### src/rtl/analyzer_pkg.sv
// Shared definitions for the analyzer capture and readback controllers:
// trace depth derivation, state encodings and packet field layout.
package analyzer_pkg;

  typedef enum logic [2:0] {
    ST_IDLE  = 3'd0,
    ST_FILL  = 3'd1,
    ST_ARMED = 3'd2,
    ST_POST  = 3'd3,
    ST_FLUSH = 3'd4
  } capture_state_t;

  localparam int unsigned PKT_SAMPLE_LSB = 0;

  // The delta field sits directly above the raw sample in each packet.
  function automatic int unsigned pkt_delta_lsb(input int unsigned sample_width);
    return sample_width;
  endfunction

  function automatic int unsigned packet_depth(input int unsigned capacity,
                                               input int unsigned packet_width,
                                               input int unsigned word_width);
    int unsigned words_per_packet;
    words_per_packet = packet_width / 8 / word_width;
    return capacity / word_width / words_per_packet;
  endfunction

  function automatic int unsigned max_sample_number(input int unsigned capacity,
                                                    input int unsigned packet_width,
                                                    input int unsigned word_width);
    return packet_depth(capacity, packet_width, word_width) - 1;
  endfunction

endpackage

### src/rtl/analyzer_delta_timer.sv
// Saturating cycle counter giving the gap between consecutive captured samples.
// start parks it at 0 so the first sample of a run carries delta 0.
module analyzer_delta_timer #(
  parameter int unsigned WIDTH = 16
) (
  input  logic             clk,
  input  logic             reset,
  input  logic             start,
  input  logic             capture,
  output logic [WIDTH-1:0] delta
);

  logic running;

  always_ff @(posedge clk or posedge reset) begin
    if (reset) begin
      delta   <= '0;
      running <= 1'b0;
    end else if (start) begin
      delta   <= '0;
      running <= 1'b0;
    end else if (capture) begin
      delta   <= WIDTH'(1);
      running <= 1'b1;
    end else if (running && (delta != '1)) begin
      delta <= delta + 1'b1;
    end
  end

endmodule

### src/rtl/analyzer_capture_fsm.sv
// Capture stage: packs qualified samples with a cycle delta, writes them into the
// circular trace memory and sequences pre-fill, trigger and post-trigger capture.
//
// state    | meaning
// IDLE     | waiting for arm; results of the last run are valid
// FILL     | capturing the pre-trigger history, trigger ignored
// ARMED    | capturing with wrap, looking for a trigger
// POST     | capturing the post-trigger samples
// FLUSH    | no new captures, draining the holding entry
module analyzer_capture_fsm
  import analyzer_pkg::*;
#(
  parameter int unsigned SAMPLE_WIDTH        = 16,
  parameter int unsigned SAMPLE_PACKET_WIDTH = 32,
  parameter int unsigned MEMORY_CAPACITY     = 2**27,
  parameter int unsigned MEMORY_WORD_WIDTH   = 2
) (
  input  logic                           clk,
  input  logic                           reset,
  input  logic                           arm,
  input  logic                           abort,
  input  logic [31:0]                    pre_trigger_samples,
  input  logic [31:0]                    post_trigger_samples,
  input  logic                           sample_valid,
  input  logic [SAMPLE_WIDTH-1:0]        sample,
  input  logic                           trigger,
  output logic                           write_req,
  input  logic                           write_allowed,
  output logic [31:0]                    writeSampleNumber,
  output logic [SAMPLE_PACKET_WIDTH-1:0] write_packet,
  output logic                           idle,
  output logic                           triggered,
  output logic                           capture_done,
  output logic                           overrun,
  output logic [31:0]                    sampleNumber_Begin,
  output logic [31:0]                    sampleNumber_End,
  output logic [31:0]                    trigger_sample_number
);

  localparam int unsigned DELTA_WIDTH = SAMPLE_PACKET_WIDTH - pkt_delta_lsb(SAMPLE_WIDTH);
  localparam logic [31:0] DEPTH =
    32'(packet_depth(MEMORY_CAPACITY, SAMPLE_PACKET_WIDTH, MEMORY_WORD_WIDTH));
  localparam logic [31:0] MAX_SAMPLE_NUMBER =
    32'(max_sample_number(MEMORY_CAPACITY, SAMPLE_PACKET_WIDTH, MEMORY_WORD_WIDTH));

  capture_state_t state;
  logic [31:0] wr_slot, captured_count, pre_count, post_count, pre_target, post_target;
  logic        aborted;
  logic [DELTA_WIDTH-1:0] delta;

  logic        capturing, drain, take, drop, timer_start;
  logic [31:0] wr_slot_next, pre_next, post_next;

  assign capturing    = (state == ST_FILL) || (state == ST_ARMED) || (state == ST_POST);
  assign drain        = write_req & write_allowed;
  // An abort cycle neither captures nor drops: the run is already stopping.
  assign take         = sample_valid & capturing & ~abort & (~write_req | drain);
  assign drop         = sample_valid & capturing & ~abort & write_req & ~drain;
  assign wr_slot_next = (wr_slot == MAX_SAMPLE_NUMBER) ? 32'd0 : wr_slot + 32'd1;
  assign pre_next     = pre_count + 32'd1;
  assign post_next    = post_count + 32'd1;
  assign timer_start  = (state == ST_IDLE) & arm;

  analyzer_delta_timer #(
    .WIDTH(DELTA_WIDTH)
  ) u_delta_timer (
    .clk    (clk),
    .reset  (reset),
    .start  (timer_start),
    .capture(take),
    .delta  (delta)
  );

  always_ff @(posedge clk or posedge reset) begin
    if (reset) begin
      state                 <= ST_IDLE;
      wr_slot               <= '0;
      captured_count        <= '0;
      pre_count             <= '0;
      post_count            <= '0;
      pre_target            <= '0;
      post_target           <= '0;
      aborted               <= 1'b0;
      write_req             <= 1'b0;
      writeSampleNumber     <= '0;
      write_packet          <= '0;
      idle                  <= 1'b1;
      triggered             <= 1'b0;
      capture_done          <= 1'b0;
      overrun               <= 1'b0;
      sampleNumber_Begin    <= '0;
      sampleNumber_End      <= '0;
      trigger_sample_number <= '0;
    end else begin
      capture_done <= 1'b0;
      if (drain) write_req <= 1'b0;
      if (take) begin
        write_req         <= 1'b1;
        writeSampleNumber <= wr_slot;
        write_packet      <= {delta, sample};
        wr_slot           <= wr_slot_next;
        if (captured_count != DEPTH) captured_count <= captured_count + 32'd1;
      end
      if (drop) overrun <= 1'b1;

      case (state)
        ST_IDLE: begin
          if (arm) begin
            state          <= (pre_trigger_samples == 32'd0) ? ST_ARMED : ST_FILL;
            idle           <= 1'b0;
            wr_slot        <= '0;
            captured_count <= '0;
            pre_count      <= '0;
            post_count     <= '0;
            triggered      <= 1'b0;
            overrun        <= 1'b0;
            aborted        <= 1'b0;
            pre_target     <= pre_trigger_samples;
            post_target    <= (post_trigger_samples == 32'd0) ? 32'd1 : post_trigger_samples;
          end
        end
        ST_FILL: begin
          if (abort) begin
            state   <= ST_FLUSH;
            aborted <= 1'b1;
          end else if (take) begin
            pre_count <= pre_next;
            if (pre_next >= pre_target) state <= ST_ARMED;
          end
        end
        ST_ARMED: begin
          if (abort) begin
            state   <= ST_FLUSH;
            aborted <= 1'b1;
          end else if (take && trigger) begin
            triggered             <= 1'b1;
            trigger_sample_number <= wr_slot;
            post_count            <= 32'd1;
            state                 <= (post_target == 32'd1) ? ST_FLUSH : ST_POST;
          end
        end
        ST_POST: begin
          if (abort) begin
            state   <= ST_FLUSH;
            aborted <= 1'b1;
          end else if (take) begin
            post_count <= post_next;
            if (post_next >= post_target) state <= ST_FLUSH;
          end
        end
        ST_FLUSH: begin
          if (!write_req || drain) begin
            state              <= ST_IDLE;
            idle               <= 1'b1;
            sampleNumber_End   <= wr_slot;
            sampleNumber_Begin <= (captured_count < DEPTH) ? 32'd0 : wr_slot;
            capture_done       <= ~aborted;
          end
        end
        default: begin
          state <= ST_IDLE;
          idle  <= 1'b1;
        end
      endcase
    end
  end

endmodule
### config.mk
export PLATFORM = sky130hd
export DESIGN_NAME = analyzer_capture_fsm
export DESIGN_NICKNAME = d
export VERILOG_FILES = /design/src/rtl/analyzer_pkg.sv /design/src/rtl/analyzer_delta_timer.sv /design/src/rtl/analyzer_capture_fsm.sv
export SDC_FILE = /design/constraint.sdc
export NUM_CORES = 1
export LEC_CHECK = 0
export BUFFER_PORTS_ARGS = -buffer_cell sky130_fd_sc_hd__buf_4
export CAP_MARGIN = 0
export CORE_MARGIN = 5
export CORE_UTILIZATION = 63
export DETAILED_ROUTE_END_ITERATION = 10
export HOLD_SLACK_MARGIN = 0.08
export PLACE_DENSITY = 0.86
export RECOVER_POWER = 25
export SYNTH_ARGS = -nofsm -noshare
export SYNTH_HDL_FRONTEND = slang
export SYNTH_SLANG_ARGS = --single-unit
### constraint.sdc
create_clock -name clk -period 16.6 [get_ports clk]
set_input_delay 0.83 -clock clk [delete_from_list [all_inputs] [get_ports clk]]
set_output_delay 0.83 -clock clk [all_outputs]
set_load 0.01 [all_outputs]
Word-level counts from Yosys, hierarchy flattened --
Cells that the tools add are included.
Word-level totals: bits in registers 378, bits of input ports 87, output and inout port bits 165, logic and storage cells 141
Operators by class: add/sub/neg operators 5, $lt $le $gt $ge 3, equal/unequal tests 22, muxes and demuxes 52, bitwise gates (word level) 13, reductions and logical operators 26
Operators with widths (count):
- $mux W32 | 17
- $add A32 B1 Y32 const B | 4
- $pmux W32 S3 | 1
- $ge A32 B32 Y1 | 2
- $logic_not A32 Y1 | 2
- $pmux W32 S2 | 1
- $mux W16 | 3
- $mux W3 | 11
- $eq A32 B1 Y1 const B | 1
- $eq A32 B25 Y1 const B | 1
- $lt A32 B26 Y1 const B | 1
- $ne A32 B26 Y1 const B | 1
- $add A16 B1 Y16 const B | 1
- $ne A16 B16 Y1 const B | 1
- $pmux W3 S5 | 1
- $mux W1 | 14
- $ne A2 B2 Y1 const B | 7
- $reduce_bool A2 Y1 | 5
- $ne A3 B2 Y1 const B | 3
- $reduce_and A3 Y1 | 3
- $reduce_and A4 Y1 | 2
- $and A1 B1 Y1 | 7
- $reduce_and A7 Y1 | 1
- $eq A3 B2 Y1 const B | 2
- 17 further kinds | 29

Depth between registers and ports, before layout --
depth after elaboration 10, mapped depth 15, mapped depth without buffers 14

Cells and area by module --
Synthesis repeated with hierarchy kept, for this count alone.
Unflattened totals: cell total of the unflattened synthesis 1936, area, all modules 18634.1 µm²
By module, submodules not included:
- analyzer_capture_fsm | instances 1, cells an instance 1831, area each 17673.2 µm²
- analyzer_delta_timer | instances 1, cells an instance 105, area each 960.9 µm²

Least setup slack after synthesis --
Ideal clock, no wire load.
kind register to register, from register pre_count[2], to register state[0], setup time 0.072 ns, arrival 3.357 ns, required time 16.528 ns, setup slack 13.171 ns, stages on the path, launching flop included 13, buffers on the path 1, cells stage by stage dfrtp_1 -> and3_1 -> clkbuf_1 -> nand3_1 -> nor4_2 -> nand3_1 -> xnor2_1 -> ha_1 -> nand4_1 -> o211ai_1 -> o221ai_1 -> or4b_2 -> nand4b_1
Between the ends: longest elaborated chain between the ends 4
RTL lines:
- start: declaration | line analyzer_capture_fsm.sv:47 | logic [31:0] wr_slot, captured_count, pre_count, post_count, pre_target, post_target;
- start signal: assignment | line analyzer_capture_fsm.sv:127 | pre_count <= pre_next;
- $add A32 B1 Y32 | line analyzer_capture_fsm.sv:60 | assign pre_next = pre_count + 32'd1;
- $ge A32 B32 Y1 | line analyzer_capture_fsm.sv:128 | if (pre_next >= pre_target) state <= ST_ARMED;
- $ne A3 B2 Y1 (no line)
- $reduce_and A7 Y1 (no line)
- end signal: assignment | line analyzer_capture_fsm.sv:109 | state <= (pre_trigger_samples == 32'd0) ? ST_ARMED : ST_FILL;
- end signal: assignment | line analyzer_capture_fsm.sv:139 | state <= (post_target == 32'd1) ? ST_FLUSH : ST_POST;
- end: declaration | line analyzer_capture_fsm.sv:46 | capture_state_t state;
Every way passes these cells. A chain may end at the register's enable or synchronous reset.

==> results.tsv <==
stage	metric	value	unit
logic_synthesis	yosysWarnings	0	
cts	cts_hold_buf	0	
detailed_routing	via_per_inst	5.96	
logic_synthesis	ys_types	59	
floorplan	num_io_pins	252	
finish	area_delta_synth_final	17.7	%
pwr	power	0.00274	W
global_route	grtUsageTotal	0.285	
hold_path	hp-class	reg2reg	
sta	worstMarginPinSlew	4.36	ns
sta	finClkSkew	0.0150	ns
worst_setup_path	arrival	5.80	ns
placed_design	port_buffers	251	
sta	hold_ws	0.475	ns
sta	max_slew_margin	-1.92	
cts	post_cts_buffers	0	
sta	setup_violations	0	
finish	drive_gt1_frac	0.159	
cts	cts_buffer_depth	3	
pwr	switchingPower	0.000856	W
finish	fillers	1980	
pwr	power_leakage	10.8	nW
cts	cts_resized	0	
detailed_routing	drt-total-wl	47100	um
placed_design	place_ws	12.58	ns
pwr	switching_share	0.313	
detailed_routing	drt-pass1-iter-count	5	
logic_synthesis	syn-num-nets	2069	
cts	htreeDepth	2	
cts	path_clk_slew	0.06	ns
worst_setup_path	cp.required	16.54	ns
global_route	grt_max_degree	100	
floorplan	die_w	181	um
detailed_routing	post_drt_wl_per_cell	18.6	um
sta	fin_tns_setup	0	ns
sta	period_share	0.353	
cts	cts_tree	done	
floorplan	row_count	62	
pwr	seqPwrFrac	0.423	
global_route	grt.overflow.total	0	
worst_setup_path	cp-end-kind	async pin	
logic_synthesis	synth_seq_area_share	0.513	
pwr	p_int	0.00188	W
floorplan	die_h	181	um
logic_synthesis	synth_top_cell_area_share	0.512	
finish	final_util	0.754	
logic_synthesis	synth_edf_count	0	
detailed_routing	vias	15061	
logic_synthesis	syn_inst	1912	
cts	ctsRootBufferMaster	clkbuf_16	
finish	multiInputGateArea	8310	um^2
sta	fmax	171	MHz
worst_setup_path	start_kind	input port	
outcome	outcome	finished with violations	
logic_synthesis	yosysTopAreaCell	dfrtp_1	
pwr	power.share.clock	0.351	
pwr	ir_worst_vdd	0.0912	mV
sta	final-hold-violation-count	0	
sta	timing.final.ws_setup	10.74	ns
sta	final-max-slew-violation-count	164	
worst_setup_path	critPathKind	in2async	
detailed_routing	drc_errors	0	
floorplan	initial_core_util	0.640	
logic_synthesis	yosys_most_used_dff	dfrtp_1	
finish	fin_nets	2273	
job	maxCapViolations	2	
sta	rsz0062_at_grt	no	
floorplan	die_area	32800	um^2
global_route	grt_pass1_wl	78100	um
logic_synthesis	ys_ff_latch	378	
outcome	violations	capacitance limit, slew limit	
pwr	comb_power_share	0.226	
logic_synthesis	mappedNetlistArea	18400	um^2
logic_synthesis	async_reset_ff_frac	1.00	
cts	numCtsBuffers	40	
placed_design	gp_congestion	0.881	
detailed_routing	drt_iter0_drc	1274	
placed_design	hpwl	31600	um
floorplan	coreArea	28800	um^2
global_route	grt_pass1_vias	15500	
logic_synthesis	ys_top_cells_by_area	dfrtp_1, nand2_1, ha_1	
sta	fin_crit	5.86	ns
pwr	power.density	126	nW/um^2
global_route	antenna_found_initial	2	
cts	clock_insertion_delay_worst_skew	0.53	ns
worst_setup_path	critPathMaxFanout	99	
detailed_routing	ant_nets	0	
cts	cts_sinks	378	
logic_synthesis	synth_area_per_cell	9.64	um^2
finish	seq_area	9460	um^2
cells by family after synthesis:
family / share of synthesized area
simple gates: 0.204
flops: 0.513
compound gates: 0.0982
buf+inv: 0.0388
xor+xnor: 0.0603
fa+ha+maj: 0.0475
mux: 0.0377
per-layer routing:
layer / wire length (um) / up-vias / GRT usage
met5: 0 / - / 0
met4: 2200 / 0 / 0.122
met3: 3070 / 143 / 0.0535
met2: 23200 / 549 / 0.485
met1: 18600 / 7383 / 0.359
li1: - / 6986 / -
final timing paths:
path / from / to / slack (ns) / cells after the start
setup / recovery: reset / write_packet[20] / 10.74 / 3
min in group asynchronous: reset / sampleNumber_Begin[17] / 1.63 / 2
setup reg to reg: pre_count[11] / state[1] / 12.56 / 12
max in group clk: pre_count[11] / state[1] / 12.56 / 12
hold / removal: write_packet[6] / write_packet[6] / 0.48 / 2
hold reg to reg: write_packet[6] / write_packet[6] / 0.48 / 2
cell usage after synthesis (12+ instances only):
cell      instances
dfrtp_1         377
nand2_1         369
o21ai_0         146
nor2_1          127
inv_1            79
nand3_1          79
clkbuf_1         78
ha_1             70
xor2_1           65
xnor2_1          62
mux2_2           60
nand4_1          46
a21oi_1          41
nor4_1           41
a22o_1           35
and3_1           31
o31ai_1          22
nor3_1           20
and4_1           18
a21o_1           17
and2_1           14
buf_1            12
worst max-delay path, stage by stage:
cell and delay (ns):
clkbuf_4 0.11, clkinvlp_2 2.43, clkbuf_1 2.36
state kept, by name, summed over array words and instances (netlist names), 3 cells and up:
signal                 cells
post_count                32
pre_count                 32
state                      3
trigger_sample_number     32
captured_count            32
u_delta_timer.delta       16
writeSampleNumber         32
post_target               32
wr_slot                   32
write_packet              32
sampleNumber_Begin        32
sampleNumber_End          32
pre_target                32
power by group through the flow:
stage	combinational [W]	clock [W]	sequential, W
2_1_floorplan	0.000401	0	0.00116
3_3_place_gp	0.000600	0	0.00116
3_5_place_dp	0.000628	0	0.00117
4_1_cts	0.000639	0.000973	0.00116
5_1_grt	0.000703	0.00101	0.00118
6_report	0.000619	0.000961	0.00116
placed cells by master, fill, tap and decap left out, types with 4 or more instances in the layout:
| cell type | count |
|---|---|
| o31ai_1 | 22 |
| nor2_1 | 126 |
| clkinv_2 | 6 |
| clkbuf_8 | 8 |
| a21oi_1 | 41 |
| a221oi_1 | 4 |
| nand4_1 | 46 |
| and2_1 | 14 |
| inv_1 | 78 |
| a21o_1 | 17 |
| xor2_1 | 65 |
| a22o_1 | 35 |
| or3_1 | 8 |
| or2_2 | 4 |
| nand2_1 | 369 |
| a31oi_1 | 8 |
| mux2_2 | 60 |
| a41oi_1 | 4 |
| nand3_1 | 76 |
| buf_4 | 192 |
| nor4_1 | 40 |
| o21ai_0 | 146 |
| nor3_1 | 18 |
| ha_1 | 70 |
| nand2b_1 | 11 |
| clkbuf_1 | 74 |
| xnor2_1 | 62 |
| and4_1 | 18 |
| nor2b_1 | 9 |
| clkbuf_16 | 40 |
| and3_1 | 31 |
| nor4b_1 | 4 |
| dfrtp_1 | 377 |
| nor3_2 | 5 |
| bufinv_16 | 8 |
stage by stage:
step | std cells | cell area (um^2)
finish | 2527 | 21700
detailed placement | 2458 | 20500
global placement | 2458 | 20500
floorplan | 1912 | 18400
global route | 2527 | 21700
CTS | 2525 | 22000
area by class of cell:
type,count,share of cell area
sequential,378,0.436
multi-input combinational,1353,0.383
antenna,2,0.000231
clock buffer,51,0.0517
timing repair buffer,264,0.0791
clock inverter,16,0.0136
tap,384,0.0222
inverter,79,0.0137
(Power assumes the default switching activity.)
